===== src/rtl/capture_readout_pkg.sv =====
// Shared state encoding, default header bytes and sample packing for capture_readout.
// Latency: none (declarations only).  Backpressure: n/a.
package capture_readout_pkg;

    typedef logic [3:0] state_t;

    localparam state_t ST_IDLE     = 4'd0;
    localparam state_t ST_HDR      = 4'd1;
    localparam state_t ST_RD       = 4'd2;
    localparam state_t ST_LATCH    = 4'd3;
    localparam state_t ST_TX_HI    = 4'd4;
    localparam state_t ST_TX_LO    = 4'd5;
    localparam state_t ST_TRL      = 4'd6;
    localparam state_t ST_REARM    = 4'd7;
    localparam state_t ST_WAIT_CLR = 4'd8;

    localparam logic [7:0] HDR0_DEF = 8'hA5;
    localparam logic [7:0] HDR1_DEF = 8'h5A;

    // Sample arrives zero-extended to 16 bits, so the upper byte is already padded.
    function automatic logic [7:0] pack_hi(input logic [15:0] sample);
        return 8'(sample >> 8);
    endfunction

endpackage


===== src/rtl/capture_readout_tx_stage.sv =====
// Output holding register for the host byte stream; keeps Tx_data/Tx_valid stable until accepted.
// Latency: byte visible the cycle after load_vld.  Backpressure: holds while Tx_ready=0;
// caller must only load when the register is empty or being accepted this cycle.
module readout_tx_stage (
    input  logic       Clk,
    input  logic       Reset_n,
    input  logic       load_vld,
    input  logic [7:0] load_dat,
    input  logic       Tx_ready,
    output logic       Tx_valid,
    output logic [7:0] Tx_data,
    output logic       tx_acc
);

    logic       valid_q, valid_d;
    logic [7:0] data_q, data_d;

    always_comb begin
        valid_d = valid_q;
        data_d  = data_q;
        if (load_vld) begin
            valid_d = 1'b1;
            data_d  = load_dat;
        end else if (valid_q && Tx_ready) begin
            valid_d = 1'b0;
        end
    end

    always_ff @(posedge Clk or negedge Reset_n) begin
        if (!Reset_n) begin
            valid_q <= 1'b0;
            data_q  <= 8'h00;
        end else begin
            valid_q <= valid_d;
            data_q  <= data_d;
        end
    end

    assign Tx_valid = valid_q;
    assign Tx_data  = data_q;
    assign tx_acc   = valid_q && Tx_ready;

endmodule


===== src/rtl/capture_readout.sv =====
// Drains the ADC capture FIFO after capture-done and frames samples as HDR0 HDR1 {hi lo}* CNT_HI CNT_LO [CHK].
// Latency: first header byte valid the cycle after Cap_end is seen; +2 cycles per sample (read, latch).
// Backpressure: Tx_ready low stalls the frame, no FIFO reads while a byte waits. CHK byte only with READOUT_CHECKSUM_EN.
module capture_readout
    import capture_readout_pkg::*;
#(
    parameter int         DATA_W      = 10,
    parameter int         MAX_SAMPLES = 1024,
    parameter int         CNT_W       = 11,
    parameter logic [7:0] HDR0        = HDR0_DEF,
    parameter logic [7:0] HDR1        = HDR1_DEF
) (
    input  logic              Clk,
    input  logic              Reset_n,
    input  logic              Cap_end,
    input  logic              Fifo_empty,
    input  logic [DATA_W-1:0] Fifo_data,
    output logic              Fifo_rdreq,
    output logic              Cap_bg,
    output logic [7:0]        Tx_data,
    output logic              Tx_valid,
    input  logic              Tx_ready,
    output logic              Busy,
    output logic              Frame_done
);

    localparam logic [CNT_W-1:0] MAX_CNT = CNT_W'(MAX_SAMPLES);

    state_t           state_q, state_d;
    logic [CNT_W-1:0] cnt_q, cnt_d;
    logic [7:0]       samp_lo_q, samp_lo_d;
    logic [1:0]       idx_q, idx_d;
`ifdef READOUT_CHECKSUM_EN
    logic [7:0]       chk_q, chk_d;
`endif

    logic       tx_load;
    logic [7:0] tx_byte;
    logic       tx_acc;
    logic [15:0] cnt16;
    logic [15:0] samp16;

    always_comb begin
        cnt16 = 16'h0000;
        cnt16[CNT_W-1:0] = cnt_q;
        samp16 = 16'h0000;
        samp16[DATA_W-1:0] = Fifo_data;
    end

    assign Fifo_rdreq = (state_q == ST_RD) && !Fifo_empty && (cnt_q < MAX_CNT);
    assign Cap_bg     = (state_q == ST_REARM);
    assign Frame_done = (state_q == ST_REARM);
    assign Busy       = (state_q != ST_IDLE);

    always_comb begin
        state_d   = state_q;
        cnt_d     = cnt_q;
        samp_lo_d = samp_lo_q;
        idx_d     = idx_q;
        tx_load   = 1'b0;
        tx_byte   = 8'h00;
`ifdef READOUT_CHECKSUM_EN
        chk_d     = chk_q;
`endif
        case (state_q)
            ST_IDLE: begin
                if (Cap_end) begin
                    state_d = ST_HDR;
                    idx_d   = 2'd0;
                    cnt_d   = '0;
                    tx_load = 1'b1;
                    tx_byte = HDR0;
`ifdef READOUT_CHECKSUM_EN
                    chk_d   = 8'h00;
`endif
                end
            end
            ST_HDR: begin
                if (tx_acc) begin
                    if (idx_q == 2'd0) begin
                        tx_load = 1'b1;
                        tx_byte = HDR1;
                        idx_d   = 2'd1;
                    end else begin
                        state_d = ST_RD;
                    end
                end
            end
            ST_RD: begin
                if (Fifo_rdreq) begin
                    state_d = ST_LATCH;
                end else begin
                    // Empty FIFO or sample limit closes the frame with the trailer.
                    state_d = ST_TRL;
                    idx_d   = 2'd0;
                    tx_load = 1'b1;
                    tx_byte = cnt16[15:8];
`ifdef READOUT_CHECKSUM_EN
                    chk_d   = chk_q + cnt16[15:8] + cnt16[7:0];
`endif
                end
            end
            ST_LATCH: begin
                samp_lo_d = samp16[7:0];
                cnt_d     = cnt_q + CNT_W'(1);
                tx_load   = 1'b1;
                tx_byte   = pack_hi(samp16);
                state_d   = ST_TX_HI;
`ifdef READOUT_CHECKSUM_EN
                chk_d     = chk_q + pack_hi(samp16) + samp16[7:0];
`endif
            end
            ST_TX_HI: begin
                if (tx_acc) begin
                    tx_load = 1'b1;
                    tx_byte = samp_lo_q;
                    state_d = ST_TX_LO;
                end
            end
            ST_TX_LO: begin
                if (tx_acc) begin
                    state_d = ST_RD;
                end
            end
            ST_TRL: begin
                if (tx_acc) begin
                    case (idx_q)
                        2'd0: begin
                            tx_load = 1'b1;
                            tx_byte = cnt16[7:0];
                            idx_d   = 2'd1;
                        end
                        2'd1: begin
`ifdef READOUT_CHECKSUM_EN
                            tx_load = 1'b1;
                            tx_byte = chk_q;
                            idx_d   = 2'd2;
`else
                            state_d = ST_REARM;
`endif
                        end
                        default: begin
                            state_d = ST_REARM;
                        end
                    endcase
                end
            end
            ST_REARM: begin
                state_d = ST_WAIT_CLR;
            end
            ST_WAIT_CLR: begin
                // A done level still held from this capture must not start another frame.
                if (!Cap_end) begin
                    state_d = ST_IDLE;
                end
            end
            default: begin
                state_d = ST_IDLE;
            end
        endcase
    end

    always_ff @(posedge Clk or negedge Reset_n) begin
        if (!Reset_n) begin
            state_q   <= ST_IDLE;
            cnt_q     <= '0;
            samp_lo_q <= 8'h00;
            idx_q     <= 2'd0;
`ifdef READOUT_CHECKSUM_EN
            chk_q     <= 8'h00;
`endif
        end else begin
            state_q   <= state_d;
            cnt_q     <= cnt_d;
            samp_lo_q <= samp_lo_d;
            idx_q     <= idx_d;
`ifdef READOUT_CHECKSUM_EN
            chk_q     <= chk_d;
`endif
        end
    end

    readout_tx_stage u_tx_stage (
        .Clk      (Clk),
        .Reset_n  (Reset_n),
        .load_vld (tx_load),
        .load_dat (tx_byte),
        .Tx_ready (Tx_ready),
        .Tx_valid (Tx_valid),
        .Tx_data  (Tx_data),
        .tx_acc   (tx_acc)
    );

endmodule


===== config.mk =====
export PLATFORM = sky130hd
export DESIGN_NAME = capture_readout
export DESIGN_NICKNAME = d
export VERILOG_FILES = /design/src/rtl/capture_readout_pkg.sv /design/src/rtl/capture_readout_tx_stage.sv /design/src/rtl/capture_readout.sv
export SDC_FILE = /design/constraint.sdc
export NUM_CORES = 1
export LEC_CHECK = 0
export ABC_AREA = 1
export BUFFER_PORTS_ARGS = -buffer_cell sky130_fd_sc_hd__buf_2
export CORE_ASPECT_RATIO = 1.2
export CORE_MARGIN = 3
export CORE_UTILIZATION = 35
export DETAILED_ROUTE_END_ITERATION = 6
export GPL_TIMING_DRIVEN = 0
export HOLD_SLACK_MARGIN = 0.02
export PLACE_DENSITY = 0.66
export SYNTH_ARGS = -nofsm -noshare
export SYNTH_HDL_FRONTEND = slang
export SYNTH_SLANG_ARGS = --single-unit

===== constraint.sdc =====
create_clock -name Clk -period 1.31 [get_ports Clk]
set_input_delay 0.262 -clock Clk [delete_from_list [all_inputs] [get_ports Clk]]
set_output_delay 0.262 -clock Clk [all_outputs]
set_load 0.05 [all_outputs]

==> metrics.md, run 1 <==
| Metric | Value |
|---|---|
| Rows | `28` |
| Sequential share of power | `0.274` |
| Syn nets | `287` |
| Critical path type | `reg2out` |
| CTS tree | `built` |
| Initial Util | `0.376` |
| Largest net degree at the start of global routing | `34` |
| DRC errors left | `0` |
| Slew headroom | `0.507` |
| Max Slew Vio Count | `0` |
| # hold bufs at CTS | `0` |
| Die width | `73.7 um` |
| Ant diodes | `0` |
| Total net switching power | `2.93 mW` |
| Vias per cell | `5.07` |
| Pwr dens | `2250 mW/mm2` |
| Area grow syn2layout | `39.3%` |
| DIE HEIGHT | `87.2 um` |
| Peak VDD IR | `0.712 mV` |
| Multiplexer share of the synthesized area | `0` |
| CTS Buf Count | `5` |
| Root Buffer Master | `clkbuf_8` |
| Fillers | `479` |
| Mapped Cells | `271` |
| Combinational family with the most area after synthesis | `simple AND/OR/NAND/NOR gates` |
| Yosys reg bits | `33` |
| Worst hold slack | `0.0358 ns` |
| Final Cell Area | `0.00268 mm2` |
| R2R Path Start | `state_q[1]` |
| Initial antenna violation count | `0` |
| Mapped Area | `0.00192 mm2` |
| Pint | `3.10 mW` |
| Ys Warns | `0` |
| Register area share after synthesis | `0.429` |
| Grt ovf | `0` |
| H-tree depth | `2` |
| Avg WL per Cell | `13.9 um` |
| GP Congestion | `0.887` |
| Fin util | `0.524` |
| Comb pwr share | `0.598` |
| CP required | `1.05 ns` |
| Synth Area in Simple Gates | `0.426` |
| Clock Tree Buf Depth | `2` |
| Final setup TNS | `-4.74 ns` |
| Xor and xnor area share after synthesis | `0.00455` |
| Fraction of layout cells with a size suffix above 1 | `0.335` |
| Post-route ant nets | `0` |
| Endpoints failing setup | `36` |
| IO Count | `28` |
| First-pass GRT wire length | `9.32 mm` |
| Critical path's largest stage delay | `0.43 ns` |
| CP Cell Sequence | `nor2_4, buf_6, buf_6, nand2_4, buf_8` |
| Unrepaired setup endpoints after global routing | `true` |
| Clock Latency Late Sink | `0.29 ns` |
| CP bufs+invs | `3` |
| DRT iter0 DRCs | `167` |
| Switching share of total power | `0.486` |
| Slowest CP cell | `dfrtp_1` |
| CP Capture Type | `primary output` |
| Post-DP Area | `0.00218 mm2` |
| CP Launch Point | `state_q[3]` |
| Clock Skew | `0.00437 ns` |
| Hold/Removal Path Class | `in2async` |
| Leakage | `1.33 nW` |
| Max Clk Rate | `0.639 GHz` |
| Crit-path most repeated cell | `buf_6` |
| Total clock sinks | `33` |
| Arrival time of the worst setup path | `1.30 ns` |
| Final wirelength | `5.53 mm` |
| Maxcap violations | `0` |
| Die area | `0.00643 mm2` |
| Nets | `352` |
| Setup ws final | `-0.255 ns` |
| Tmin final | `1.56 ns` |
| Tightest Pin Transition | `0.739 ns` |
| CP max FO | `3` |
| Synth unique cells | `25` |
| Failing checks | `negative setup slack` |
| Dpl hpwl | `3.55 mm` |
| Total number of vias | `2014` |
| First drt pass iteration count | `5` |
| Outcome | `finished with violations` |
| Delay-heaviest family, CP | `flip-flops` |
| IO Port Bufs | `27` |
| Final worst path period share | `1.19` |
| Post-Synth Adder-Cell Area | `0.00650` |
| GRT Total Usage | `0.190` |
| Synth Area in Compound Gates | `0.0585` |
| Final hold viol count | `0` |
| Vias in the first global route | `2001` |
| Synth Area per Inst | `7.10 um2` |
| Core Footprint | `0.00511 mm2` |
| CP Launch Type | `register` |
| Clock power share | `0.128` |
| Clock transition at the registers of the reported paths | `0.07 ns` |
placed cells by master, fill, tap and decap left out, types with 2 or more instances in the layout:
cell / count
clkinvlp_4: 2
nor2_2: 5
nand2_1: 83
dfrtp_1: 29
clkbuf_1: 2
buf_8: 4
nor2_1: 28
buf_6: 6
inv_1: 25
nand2_4: 4
buf_4: 26
a21oi_4: 2
nor2_4: 8
o21ai_0: 7
nand3_4: 2
buf_2: 23
nand3_1: 32
a21oi_1: 5
dfrtp_2: 4
clkbuf_8: 5
nand2_2: 10
inv_2: 3
nand2_8: 2
nand4_1: 8
o21ai_2: 3
power by group through the flow:
| stage | Sequential [mW] | Clock (mW) | Combinational (mW) |
|---|---|---|---|
| 6_report | 1.65 | 0.772 | 3.60 |
| 2_1_floorplan | 2.05 | 0 | 1.60 |
| 4_1_cts | 1.66 | 0.786 | 3.33 |
| 3_5_place_dp | 1.66 | 0 | 2.59 |
| 3_3_place_gp | 1.65 | 0 | 2.56 |
| 5_1_grt | 1.68 | 0.838 | 3.91 |
routing by layer:
layer  GRT usage  vias to the layer above  share of wire
li1            -                      999              -
met1       0.232                      932           0.42
met2       0.306                       66           0.50
met3      0.0404                       17          0.048
met4       0.109                        0          0.033
met5           0                        -              0
worst register-to-register path, delay by kind of cell, from the launching register on:
family                 cells  cell delay, ns
and+or+nand+nor            6            0.56
AOI/OAI and AO/OA          1            0.07
buffers and inverters      3            0.42
DFF                        1            0.42
flip-flops by register name, indices dropped and copies added (netlist names):
| name | cells |
|---|---|
| u_tx_stage.Tx_data | 8 |
| samp_lo_q | 8 |
| state_q | 4 |
| idx_q | 1 |
| cnt_q | 11 |
| u_tx_stage.Tx_valid | 1 |
final timing paths:
check	endpoint	slack, ns	cells after the start
worst max register to register	u_tx_stage.Tx_data[3]	-0.21	10
worst min-delay path	cnt_q[2]	0.04	1
worst min register to register	samp_lo_q[4]	0.49	2
max in group asynchronous	u_tx_stage.Tx_valid	0.76	1
min in group Clk	samp_lo_q[4]	0.16	3
worst max-delay path	Busy	-0.25	5
metrics by stage:
step	cells	setup slack, ns	total power, mW
after floorplan	271	-0.0411	3.65
after global placement	358	-0.329	4.21
after detailed placement	358	-0.319	4.25
after CTS	390	-0.250	5.78
after global routing	397	-0.290	6.43
final	397	-0.255	6.02
cells by family after synthesis:
family | after synthesis
AOI/OAI and AO/OA | 19
and+or+nand+nor | 183
DFF | 33
xor gates and xnor gates | 1
adders and majority gates | 1
buffers and inverters | 34
synth_stat cells:
| cell | n | share of area |
|---|---|---|
| nand4_1 | 8 | 0.026 |
| buf_2 | 1 | 0.0026 |
| dfrtp_1 | 33 | 0.43 |
| inv_1 | 28 | 0.055 |
| buf_4 | 2 | 0.0078 |
| nand2_4 | 2 | 0.012 |
| o22ai_1 | 1 | 0.0033 |
| nand3_1 | 33 | 0.086 |
| o211ai_1 | 1 | 0.0039 |
| a21oi_4 | 1 | 0.0085 |
| ha_1 | 1 | 0.0065 |
| o21ai_0 | 10 | 0.026 |
| nor2_4 | 2 | 0.012 |
| a21oi_1 | 5 | 0.013 |
| clkinv_2 | 1 | 0.0026 |
| xnor2_1 | 1 | 0.0046 |
| nor2_2 | 6 | 0.020 |
| nand3_2 | 2 | 0.010 |
| buf_6 | 1 | 0.0059 |
| nor2_1 | 32 | 0.062 |
| inv_2 | 1 | 0.0019 |
| o31ai_1 | 1 | 0.0039 |
| nand2_2 | 5 | 0.016 |
| nor3_1 | 1 | 0.0026 |
| nand2_1 | 92 | 0.18 |
repair_timing:
item,in CTS,in global routing
buffers inserted,22,7
pin swaps,10,3
setup endpoints to repair,36,36
resized for setup,42,8
gates cloned,2,0
area by class of cell:
type,instances,area (um2),area share
Sequential cell,33,831,0.310
Inverter,30,124,0.0462
Tap cell,60,75.1,0.0280
Clock buffer,7,76.3,0.0285
Multi-Input combinational cell,206,1110,0.414
Timing Repair Buffer,56,413,0.154
Clock inverter,1,7.51,0.00280
Buffer,4,45.0,0.0168
Note: power is estimated with default switching activity, not from simulation.
==> run 2: changes to the inputs <==
- SYNTH_HIERARCHICAL: default -> 1
==> run 2 against run 1 <==
  * The flow still finishes with violations (negative setup slack)
  * Fmax down 2.1%
  * Clock skew up 0.0019 ns
  * Critical path depth unchanged
  * Power up 19%
  * Sequential share of layout area down 2.6 points
  * Routed wire length up 5.4%
  * First-iteration DRC count up 1.2%
  * Core utilization up 6.0 points
  * Highest routed layer unchanged
==> metrics.md, run 2 <==
| Metric | Value |
|---|---|
| Outcome | `finished with violations (unchanged)` |
| Failing checks | `negative setup slack (unchanged)` |
| Most common cell after layout, fill and taps aside | `nand2_1 (unchanged)` |
| Ys flop type | `dfrtp_1 (unchanged)` |
| Final Cell Area | `0.00293 mm2 (was 0.00268 mm2)` |
| Crit Reg-Reg Endpoint | `u_tx_stage/Tx_data[0] (was u_tx_stage.Tx_data[3])` |
| Slew headroom | `0.497 (was 0.507)` |
| Fillers | `433 (was 479)` |
| Die area | `0.00618 mm2 (was 0.00643 mm2)` |
| CP Cell Sequence | `nand2_4, nor2_4, nand2_2, clkinvlp_4, buf_8 (was nor2_4, buf_6, buf_6, nand2_4, buf_8)` |
| H-tree depth | `2 (unchanged)` |
| Post-synth EDFFs | `0 (unchanged)` |
| Critical path's largest stage delay | `0.53 ns (was 0.43 ns)` |
| Endpoints failing setup | `28 (was 36)` |
| Xor and xnor area share after synthesis | `0.00475 (was 0.00455)` |
| Most frequent cells in the layout | `nand2_1, nand2_2, dfrtp_1 (was nand2_1, nand3_1, dfrtp_1)` |
| Vias in the first global route | `1990 (was 2001)` |
| Total clock sinks | `33 (unchanged)` |
| Vias per cell | `5.15 (was 5.07)` |
| Initial Util | `0.368 (was 0.376)` |
| Clock Tree Buf Depth | `2 (unchanged)` |
| Mapped Area | `0.00184 mm2 (was 0.00192 mm2)` |
| DRT iter0 DRCs | `169 (was 167)` |
| Setup ws final | `-0.288 ns (was -0.255 ns)` |
| R2R Path Start | `state_q[2] (was state_q[1])` |
| Rows | `28 (unchanged)` |
| Post-synth top area share | `0.448 (was 0.429)` |
| Largest area contributor in the netlist | `dfrtp_1 (unchanged)` |
| Fin util | `0.584 (was 0.524)` |
| Clock Skew | `0.00624 ns (was 0.00437 ns)` |
| Largest cells by area after synthesis | `dfrtp_1, nand2_1, nand3_1, inv_1, nor2_1 (was dfrtp_1, nand2_1, nand3_1, nor2_1, inv_1)` |
| Worst reg2reg path depth | `9 (was 10)` |
| First-pass GRT wire length | `8.76 mm (was 9.32 mm)` |
| FFs w/ async S/R, synth | `1.00 (unchanged)` |
| Synth unique cells | `25 (unchanged)` |
| Pre-CTS setup slack | `-0.390 ns (was -0.319 ns)` |
| Total number of vias | `2064 (was 2014)` |
| Max Slew Vio Count | `0 (unchanged)` |
| Dpl hpwl | `3.17 mm (was 3.55 mm)` |
| Maxcap violations | `0 (unchanged)` |
| Post-Synth Adder-Cell Area | `0.00678 (was 0.00650)` |
| Final worst path period share | `1.22 (was 1.19)` |
| Unrepaired setup endpoints after global routing | `true (unchanged)` |
| Peak VDD IR | `0.682 mV (was 0.712 mV)` |
| Tmin final | `1.60 ns (was 1.56 ns)` |
| # hold bufs at CTS | `0 (unchanged)` |
| GP Congestion | `0.835 (was 0.887)` |
| Final hold viol count | `0 (unchanged)` |
| Largest Register | `cnt_q (unchanged)` |
| Mapped Cells | `260 (was 271)` |
| Worst hold slack | `0.0381 ns (was 0.0358 ns)` |
| Ant diodes | `0 (unchanged)` |
| Clock Latency Late Sink | `0.29 ns (about the same)` |
| Post-route ant nets | `0 (unchanged)` |
| Yosys reg bits | `33 (unchanged)` |
| Non-Filler Instances | `401 (was 397)` |
| Die width | `72.3 um (was 73.7 um)` |
| Root Buffer Master | `clkbuf_8 (unchanged)` |
| CP bufs+invs | `2 (was 3)` |
| Most common cell in the netlist | `nand2_1 (unchanged)` |
| Post-DP Area | `0.00209 mm2 (was 0.00218 mm2)` |
| CP required | `1.05 ns (about the same)` |
| IO Count | `28 (unchanged)` |
| Synth Area in Compound Gates | `0.0739 (was 0.0585)` |
| Largest net degree at the start of global routing | `34 (unchanged)` |
| Nets | `356 (was 352)` |
| Max Clk Rate | `0.626 GHz (was 0.639 GHz)` |
| CP max FO | `6 (was 3)` |
| Synth Area per Inst | `7.09 um2 (was 7.10 um2)` |
| Inst Count DP | `347 (was 358)` |
| Critical path type | `reg2out (unchanged)` |
| Tightest Pin Transition | `0.755 ns (was 0.739 ns)` |
| Reg area | `832 um2 (was 831 um2)` |
| Combinational family with the most area after synthesis | `simple AND/OR/NAND/NOR gates (unchanged)` |
| Avg WL per Cell | `14.5 um (was 13.9 um)` |
| Final wirelength | `5.83 mm (was 5.53 mm)` |
| Clock transition at the registers of the reported paths | `0.07 ns (about the same)` |
| IO Port Bufs | `27 (unchanged)` |
| CP Launch Type | `register (unchanged)` |
| CTS tree | `built (unchanged)` |
| Pwr dens | `2450 mW/mm2 (was 2250 mW/mm2)` |
| DRC errors left | `0 (unchanged)` |
| Max reg flops | `11 (unchanged)` |
| DIE HEIGHT | `85.5 um (was 87.2 um)` |
| Ys Warns | `6 (was 0)` |
| Critical path depth | `5 (unchanged)` |
| Grt ovf | `0 (unchanged)` |
| Core Footprint | `0.00501 mm2 (was 0.00511 mm2)` |
| Leakage | `1.48 nW (was 1.33 nW)` |
| R2R Setup Slk | `-0.28 ns (was -0.21 ns)` |
| Synth Area in Simple Gates | `0.389 (was 0.426)` |
| Initial antenna violation count | `0 (unchanged)` |
| Delay-heaviest family, CP | `flip-flops (unchanged)` |
| Synth cell count leaders | `nand2_1, dfrtp_1, inv_1 (was nand2_1, dfrtp_1, nand3_1)` |
| CTS Buf Count | `5 (unchanged)` |
| Syn nets | `276 (was 287)` |
| Slowest CP cell | `dfrtp_2 (was dfrtp_1)` |
| Multi-input gate area | `0.00117 mm2 (was 0.00111 mm2)` |
| Multiplexer share of the synthesized area | `0 (unchanged)` |
| Arrival time of the worst setup path | `1.34 ns (was 1.30 ns)` |
| First drt pass iteration count | `4 (was 5)` |
| CP Capture Type | `primary output (unchanged)` |
| GRT Total Usage | `0.180 (was 0.190)` |
| Register area share after synthesis | `0.448 (was 0.429)` |
| Hold/Removal Path Class | `in2async (unchanged)` |
| Area grow syn2layout | `58.7% (was 39.3%)` |
| Fraction of layout cells with a size suffix above 1 | `0.499 (was 0.335)` |
==> run 2: cell types whose count changed after synthesis, sizes merged, moves of 2 or more <==
cell	previous run	this run
o211ai	1	4
o21ai	10	7
nand2	99	121
nor2	40	22
nand4	8	2
nand3	35	24
inv	29	27
==> run 2: per-layer routing <==
metal	track usage	wire length, um	vias to the layer above
li1	-	-	982
met1	0.191	2130	991
met2	0.328	3240	72
met3	0.0340	226	19
met4	0.0957	242	0
met5	0	0	-
==> run 2: final cells by class <==
| type | instances | share of cell area |
|---|---|---|
| sequential | 33 | 0.284 |
| timing repair buffer | 72 | 0.199 |
| multi-input combinational | 195 | 0.400 |
| clock inverter | 2 | 0.00342 |
| buffer | 5 | 0.0192 |
| inverter | 27 | 0.0419 |
| tap | 60 | 0.0257 |
| timing repair inverter | 1 | 0.00214 |
| clock buffer | 6 | 0.0248 |
==> run 2: worst max path at each step <==
stage	from	end	slack (ns)
2_1_floorplan	u_tx_stage/Tx_valid	u_tx_stage/Tx_data[0]	-0.15
4_1_cts	state_q[3]	Fifo_rdreq	-0.26
3_5_place_dp	state_q[3]	u_tx_stage/Tx_data[6]	-0.39
5_1_grt	state_q[2]	u_tx_stage/Tx_data[4]	-0.37
6_report	state_q[1]	Fifo_rdreq	-0.29
3_3_place_gp	state_q[3]	u_tx_stage/Tx_data[4]	-0.38
==> run 2: logic make-up after synthesis <==
logic type | after synthesis
AO/OA/AOI/OAI | 23
XOR/XNOR | 1
adder cells (fa/ha/maj) | 1
buffers and inverters | 32
flip-flops | 33
AND/OR/NAND/NOR | 170
==> run 2: through the flow <==
step,TNS (ns),power [mW]
after floorplan,-1.72,3.74
after global placement,-5.62,4.29
after detailed placement,-6.04,4.33
after CTS,-4.22,6.39
after global routing,-7.56,7.56
final,-5.72,7.16
==> run 2: what timing repair did <==
action                                  4_1_cts  5_1_grt
pin swaps                                    18       14
buffers inserted                             30       16
gates resized for setup                      80       46
gates cloned                                  2        0
endpoints found under the setup margin       28       36
==> run 2: report_power, final <==
group	switching (mW)	leakage, nW	internal, mW	total (mW)
Sequential	0.364	0.426	1.40	1.77
Combinational	2.68	1.01	1.96	4.64
Clock	0.381	0.0450	0.368	0.749
